[src/rtl/tape_ram_arbiter.sv]
// tape_ram_arbiter: grants the single RAM I/O slot to one of the download
// writer (dl), tape reader (tp) or auxiliary reader (aux), one byte per slot.
// Ports: clk, reset (sync, active-high), iocycle (RAM I/O slot),
//   dl_req/dl_addr/dl_data/dl_ack, tp_req/tp_addr/tp_ack,
//   aux_req/aux_addr/aux_ack, rdata (last read byte),
//   ram_rd/ram_we/ram_a/ram_dout/ram_din (SDRAM I/O port).
module tape_ram_arbiter #(
  parameter int ADDR_WIDTH = 25
) (
  input  logic                  clk,
  input  logic                  reset,
  input  logic                  iocycle,
  input  logic                  dl_req,
  input  logic [ADDR_WIDTH-1:0] dl_addr,
  input  logic [7:0]            dl_data,
  output logic                  dl_ack,
  input  logic                  tp_req,
  input  logic [ADDR_WIDTH-1:0] tp_addr,
  output logic                  tp_ack,
  input  logic                  aux_req,
  input  logic [ADDR_WIDTH-1:0] aux_addr,
  output logic                  aux_ack,
  output logic [7:0]            rdata,
  output logic                  ram_rd,
  output logic                  ram_we,
  output logic [ADDR_WIDTH-1:0] ram_a,
  output logic [7:0]            ram_dout,
  input  logic [7:0]            ram_din
);

  localparam logic [1:0] S_IDLE   = 2'd0;
  localparam logic [1:0] S_ARMED  = 2'd1;
  localparam logic [1:0] S_ACTIVE = 2'd2;
  localparam logic [1:0] S_DONE   = 2'd3;

  localparam logic [1:0] W_DL  = 2'd0;
  localparam logic [1:0] W_TP  = 2'd1;
  localparam logic [1:0] W_AUX = 2'd2;

  logic [1:0]            state;
  logic [1:0]            win;
  logic [1:0]            pick;
  // last_rr high: aux was served last, so tp wins the next tie
  logic                  last_rr;
  logic [ADDR_WIDTH-1:0] addr_q;
  logic [7:0]            data_q;
  logic                  any_req;
  logic                  slot_on;

  assign any_req = dl_req | tp_req | aux_req;

  always_comb begin
    pick = W_AUX;
    if (dl_req)
      pick = W_DL;
    else if (tp_req && (!aux_req || last_rr))
      pick = W_TP;
  end

  always_ff @(posedge clk) begin
    if (reset) begin
      state   <= S_IDLE;
      win     <= W_DL;
      last_rr <= 1'b1;
      addr_q  <= '0;
      data_q  <= '0;
      rdata   <= '0;
    end else begin
      unique case (state)
        S_IDLE: begin
          // arbitrate only in the low phase so a grant
          // always covers a whole slot
          if (!iocycle && any_req) begin
            state <= S_ARMED;
            win   <= pick;
            unique case (pick)
              W_DL: begin
                addr_q <= dl_addr;
                data_q <= dl_data;
              end
              W_TP: begin
                addr_q  <= tp_addr;
                last_rr <= 1'b0;
              end
              default: begin
                addr_q  <= aux_addr;
                last_rr <= 1'b1;
              end
            endcase
          end
        end
        S_ARMED: begin
          if (iocycle)
            state <= S_ACTIVE;
        end
        S_ACTIVE: begin
          if (!iocycle) begin
            if (win != W_DL)
              rdata <= ram_din;
            state <= S_DONE;
          end
        end
        default: state <= S_IDLE;
      endcase
    end
  end

  // strobes track iocycle for the whole high phase of the granted slot
  assign slot_on = iocycle &&
                   ((state == S_ARMED) || (state == S_ACTIVE));

  assign ram_rd   = slot_on && (win != W_DL);
  assign ram_we   = slot_on && (win == W_DL);
  assign ram_a    = addr_q;
  assign ram_dout = data_q;

  assign dl_ack  = (state == S_DONE) && (win == W_DL);
  assign tp_ack  = (state == S_DONE) && (win == W_TP);
  assign aux_ack = (state == S_DONE) && (win == W_AUX);

endmodule
[config.mk]
export PLATFORM = sky130hd
export DESIGN_NAME = tape_ram_arbiter
export DESIGN_NICKNAME = d
export VERILOG_FILES = /design/src/rtl/tape_ram_arbiter.sv
export SDC_FILE = /design/constraint.sdc
export NUM_CORES = 1
export LEC_CHECK = 0
export ABC_AREA = 1
export CAP_MARGIN = 20
export CORE_MARGIN = 10
export CORE_UTILIZATION = 42
export DETAILED_ROUTE_END_ITERATION = 10
export HOLD_SLACK_MARGIN = 0.05
export MAX_ROUTING_LAYER = met4
export PLACE_DENSITY = 0.94
export REMOVE_ABC_BUFFERS = 1
export SLEW_MARGIN = 0
export SYNTH_ARGS = -nofsm -noshare
export SYNTH_HDL_FRONTEND = slang
export SYNTH_SLANG_ARGS = --single-unit
[constraint.sdc]
create_clock -name clk -period 1.8 [get_ports clk]
set_input_delay 0.27 -clock clk [delete_from_list [all_inputs] [get_ports clk]]
set_output_delay 0.27 -clock clk [all_outputs]
set_load 0.02 [all_outputs]
Word-level counts from Yosys, hierarchy flattened --
Index checks and enable logic that the tools add are counted.
Storage, ports and cells: input port bits 97, word-level logic and storage cells 48, output and inout port bits 46, register bits after elaboration 46
Cells by class: muxes and demuxes 8, bitwise operators 4, equality and inequality tests 9, reductions and logical operators 21
Operator list (number):
- one-hot mux 25 bit (2 select lines) | 1
- AND reduction 3 bit | 4
- 2-to-1 mux 2 bit | 5
- logical AND 1 bit | 8
- == test 2 x 1 -> 1 bit (second input constant) | 3
- == test 2 bit (second input constant) | 3
- zero test 2 bit | 3
- != test 2 bit (second input constant) | 3
- one-hot mux 2 bit (3 select lines) | 1
- zero test 1 bit | 2
- logical OR 1 bit | 2
- NOT 1 bit | 2
- bitwise OR 1 bit | 2
- one-hot mux 1 bit (2 select lines) | 1
- AND reduction 2 bit | 1
- nonzero test 2 bit | 1

Logic depth before layout (Yosys ltp) --
depth in word-level cells 8, mapped depth 9, gate-level depth less buffers 8

Worst setup path after synthesis --
Ideal clock, no wire load.
path type register to output, start point register state[1], end point output ram_rd, slack 305 ps, stages on the path, launching flop included 5, arrival 1225 ps, required time 1530 ps, cell sequence dfxtp_1 > inv_1 > ha_1 > inv_1 > nor3_1
On the way: cells in the longest elaborated chain, start to end 4, elaborated cells on any way between the ends 5, those cells by class 2 x eq/ne; 3 x reduce/logical
Ends and longest elaborated chain:
- from (decl) | RTL line 40 | logic [1:0] state;
- from (signal assigned) | RTL line 62 | state <= S_IDLE;
- from (signal assigned) | RTL line 74 | state <= S_ARMED;
- from (signal assigned) | RTL line 94 | state <= S_ACTIVE;
- == test 2 x 1 -> 1 bit or == test 2 bit (tied branches) | RTL line 110 | ((state == S_ARMED) || (state == S_ACTIVE));
- logical OR 1 bit * | RTL line 110
- logical AND 1 bit * | RTL line 109 | assign slot_on = iocycle &&
- logical AND 1 bit * | RTL line 112 | assign ram_rd = slot_on && (win != W_DL);
- to (decl) | RTL line 24 | output logic ram_rd,
Mark *: on every way between the ends. The rest lies on a longest branch, timed or not.

Final worst setup path --
start point register state[1], end point output tp_ack
On the way: cells in the longest elaborated chain, start to end 2
Ends and longest elaborated chain:
- == test 2 bit | RTL line 118 | assign tp_ack = (state == S_DONE) && (win == W_TP);
- logical AND 1 bit | RTL line 118
- to (decl) | RTL line 19 | output logic tp_ack,
Every way passes these cells.

==> summary.md <==
## Run status
* outcome: finished, final reports clean

## Logic synthesis
* flip-flop and latch count after synthesis: 46
* most frequently used flop master after synthesis: sky130_fd_sc_hd__dfxtp_1
* most common cell in the netlist: sky130_fd_sc_hd__nand2_1
* asr flop ratio synth: 0
* sequential share of the synthesized area: 0.3552
* Cell Area, Synth: 0.002592 mm²
* library cell with the largest summed area after synthesis: sky130_fd_sc_hd__dfxtp_1
* Area contributors post-synth: sky130_fd_sc_hd__dfxtp_1, sky130_fd_sc_hd__nand2_1, sky130_fd_sc_hd__nand3_1, sky130_fd_sc_hd__inv_1, sky130_fd_sc_hd__nor2_1
* Post-synth EDFFs: 0
* area share of the largest cell type after synthesis: 0.3552
* Post-Synthesis Mean Instance Area: 6.129 µm²
* synth cell count leaders: sky130_fd_sc_hd__nand2_1, sky130_fd_sc_hd__inv_1, sky130_fd_sc_hd__nand3_1, sky130_fd_sc_hd__dfxtp_1, sky130_fd_sc_hd__nor2_1
* number of warnings printed during yosys synthesis: 0
* Post-Synthesis Cells: 423
* count of different cell masters after synthesis: 22

## Floorplan
* placement row count: 28
* starting density of the core: 0.4353
* Top-Level Pins: 143
* height of the die: 98.57 µm
* area of the core region: 0.005956 mm²
* Chip Width: 98.57 µm
* area enclosed by the die boundary: 0.009715 mm²

## Global route
* met3 Use GR: 0.05587
* GRT met1 Usage: 0.1907
* GRT met2 Usage: 0.3222
* GRT Overall Usage: 0.1799
* maximum number of pins on one net before global-route repair: 34
* global-route wire length before repair: 14.36 mm
* initial antenna violation count: 0
* via count of the first global-routing pass: 3008
* busiest layer in global routing: met2
* total congestion overflow after global routing: 0

## Worst hold path
* worst hold path stage count: 2
* startpoint of the lowest-slack hold path: ram_dout[0]$_SDFFE_PP0P_
* Worst Hold End: ram_dout[0]$_SDFFE_PP0P_
* min-delay worst type: flop to flop

## Setup path
* biggest fanout along the worst timing path: 3
* buffer and inverter count on the worst path: 3
* kind of critical path: flop to output pin
* Critical Path Slowest Stage Cell: sky130_fd_sc_hd__dfxtp_1
* Critical Path, Cell by Cell: buf_4, ha_1, inv_1, nor3_1, clkdlybuf4s15_1
* depth of the worst register-to-register path: 8
* capture point of the worst reg-to-reg path: rdata[1]$_SDFFE_PP0P_
* arrival time worst endpoint: 1.49 ns
* cell family with the largest share of critical-path delay: buffers and inverters
* crit start category: flop
* startpoint of the most critical register-to-register path: state[0]$_SDFFE_PP0P_
* endpoint kind of the worst setup timing path: output pin
* Crit path required time: 1.53 ns
* maximum cell stage delay along the critical path: 0.36 ns
* register-to-register setup slack: 0.39 ns

## Clock tree
* CTS H-tree depth: 2
* TritonCTS clock tree: yes
* root buffer selected by CTS: sky130_fd_sc_hd__clkbuf_8
* latest clock arrival within the worst-skew pair: 0.29 ns
* Sinks on Clock Net: 46
* clock-pin slew on the worst setup and hold paths: 0.09 ns
* deepest clock path buffer count: 2
* number of buffers inserted during clock tree synthesis: 5

## Routing
* average wire per standard cell: 13.64 µm
* Vias per Instance: 4.706
* first-iteration detailed-routing DRC count: 106
* vias after detailed routing: 3045
* post-route antenna net violation count: 0
* overall routed net length: 8.823 mm
* DRC violation count after routing: 0
* number of search-and-repair iterations in the first detailed-routing pass: 4

## Power and ir drop
* Final Total Pwr: 4.512 mW
* maximum vdd ir drop: 0.6490 mV
* Power per Cell Area: 1056 mW/mm²
* standby leakage power: 2.029 nW

## STA
* Worst slew margin: 0.7139
* fmax: 569.2 MHz
* post-route minimum period: 1.757 ns
* unrepaired setup endpoints after global routing: no
* measured slew at the worst slew-check pin: 0.4267 ns
* skew final: 0.01219 ns
* accumulated negative setup slack: 0 ns
* count of final hold-check violations: 0
* Setup-failing EPs final: 0
* max-slew violations: 0
* Tcrit/Tclk final: 0.9761

## Flow run
* max-cap violations: 0

## Placement
* final RePlAce weighted congestion: 0.7846
* detailed-placement wirelength estimate: 7.214 mm
* placement-stage cell area: 0.004139 mm²
* I/O Buffers: 142

## Final layout
* Final nets: 672
* filler cell count in the final layout: 492
* Antenna Cells: 0
* final non-filler cell area: 0.004272 mm²
* fraction of layout cells with a size suffix above 1: 0.07168
* Finished Core Util: 0.7172
* layout overhead on the synthesized area: 64.77%

-- cell type report --
class                           count  area [µm²]  share of cell area
Sequential cell                    46       920.9              0.2156
Timing Repair Buffer              162        1562              0.3656
Clock buffer                        5       68.82             0.01611
Inverter                           66       247.7             0.05800
Tap cell                           75       93.84             0.02197
Clock inverter                      3       68.82             0.01611
Multi-Input combinational cell    290        1310              0.3067
-- layout by cell type, fill, tap and decap left out --
cell / Yosys / layout
sky130_fd_sc_hd__nand2_1: 128 / 128
sky130_fd_sc_hd__clkdlybuf4s50_1: 0 / 137
sky130_fd_sc_hd__ha_1: 4 / 4
sky130_fd_sc_hd__nor3_4: 1 / 1
sky130_fd_sc_hd__a21boi_2: 1 / 1
sky130_fd_sc_hd__bufinv_16: 0 / 2
sky130_fd_sc_hd__inv_1: 63 / 63
sky130_fd_sc_hd__nor3_1: 3 / 2
sky130_fd_sc_hd__a21oi_2: 1 / 1
sky130_fd_sc_hd__nor2_1: 39 / 39
sky130_fd_sc_hd__o211ai_1: 1 / 1
sky130_fd_sc_hd__nand2_2: 3 / 3
sky130_fd_sc_hd__inv_2: 3 / 3
sky130_fd_sc_hd__clkinv_4: 0 / 1
sky130_fd_sc_hd__buf_4: 2 / 21
sky130_fd_sc_hd__nor3_2: 0 / 1
sky130_fd_sc_hd__a21oi_1: 28 / 28
sky130_fd_sc_hd__nand3_1: 61 / 61
sky130_fd_sc_hd__clkbuf_8: 0 / 5
sky130_fd_sc_hd__o21ai_1: 3 / 3
sky130_fd_sc_hd__dfxtp_1: 46 / 46
sky130_fd_sc_hd__o21ai_0: 16 / 16
sky130_fd_sc_hd__nand3_2: 1 / 1
sky130_fd_sc_hd__clkdlybuf4s15_1: 0 / 1
sky130_fd_sc_hd__dlygate4sd2_1: 0 / 2
sky130_fd_sc_hd__buf_2: 8 / 1
-- per-stage QoR --
step	setup WS, ns	hold slack (ns)	instances
after floorplan	0.02204	0.3324	402
after global placement	-0.05977	0.4308	639
after detailed placement	-0.1791	0.4418	639
after CTS	0.01816	0.4541	647
after global routing	0.006124	0.4727	647
final	0.04303	0.4496	647
-- kinds of logic (layout without fill, tap and decap cells) --
| kind of cell | count (synthesis) | count (layout) | share of synthesized area |
|---|---|---|---|
| and+or+nand+nor | 236 | 236 | 0.3827 |
| AOI/OAI and AO/OA | 50 | 50 | 0.1014 |
| buffers and inverters | 87 | 236 | 0.1414 |
| DFF | 46 | 46 | 0.3552 |
| adders and majority gates | 4 | 4 | 0.01931 |
-- sequential cells by signal (all words and copies together) (netlist names) --
name and cells:
last_rr 1, ram_a 25, ram_dout 8, rdata 8
state 2, win 2
-- worst max-delay path by stage --
stage / startpoint / to / slack (ns) / cells after the start
final: state[1]$_SDFFE_PP0P_ / tp_ack / 0.04 / 5
after CTS: state[1]$_SDFFE_PP0P_ / ram_we / 0.02 / 5
after global routing: state[1]$_SDFFE_PP0P_ / tp_ack / 0.006 / 5
after detailed placement: iocycle / ram_rd / -0.18 / 4
after global placement: iocycle / ram_rd / -0.06 / 4
after floorplan: state[0]$_SDFFE_PP0P_ / ram_a[10]$_SDFFE_PP0P_ / 0.02 / 7
-- per-layer routing --
layer / up-vias / wire length, µm
met5: - / 0
met4: 0 / 91
met3: 6 / 604
met2: 112 / 4543
met1: 1326 / 3583
li1: 1601 / -
-- worst min-delay path, delay by kind of cell (launching register included) --
| family | cells | cell delay (ns) |
|---|---|---|
| compound gates | 1 | 0.05 |
| buf+inv | 1 | 0.05 |
| flops | 1 | 0.31 |
-- what timing repair did --
item                                    CTS  global route
hold buffers                              0             0
setup buffers                             0             0
endpoints found under the setup margin    5             3
resized for setup                        12             4
-- power by group --
part,switching [mW],internal [mW]
Clock,0.350,0.556
Combinational,1.21,1.00
Sequential,0.125,1.27
Power figures use the tool's default switching activity.
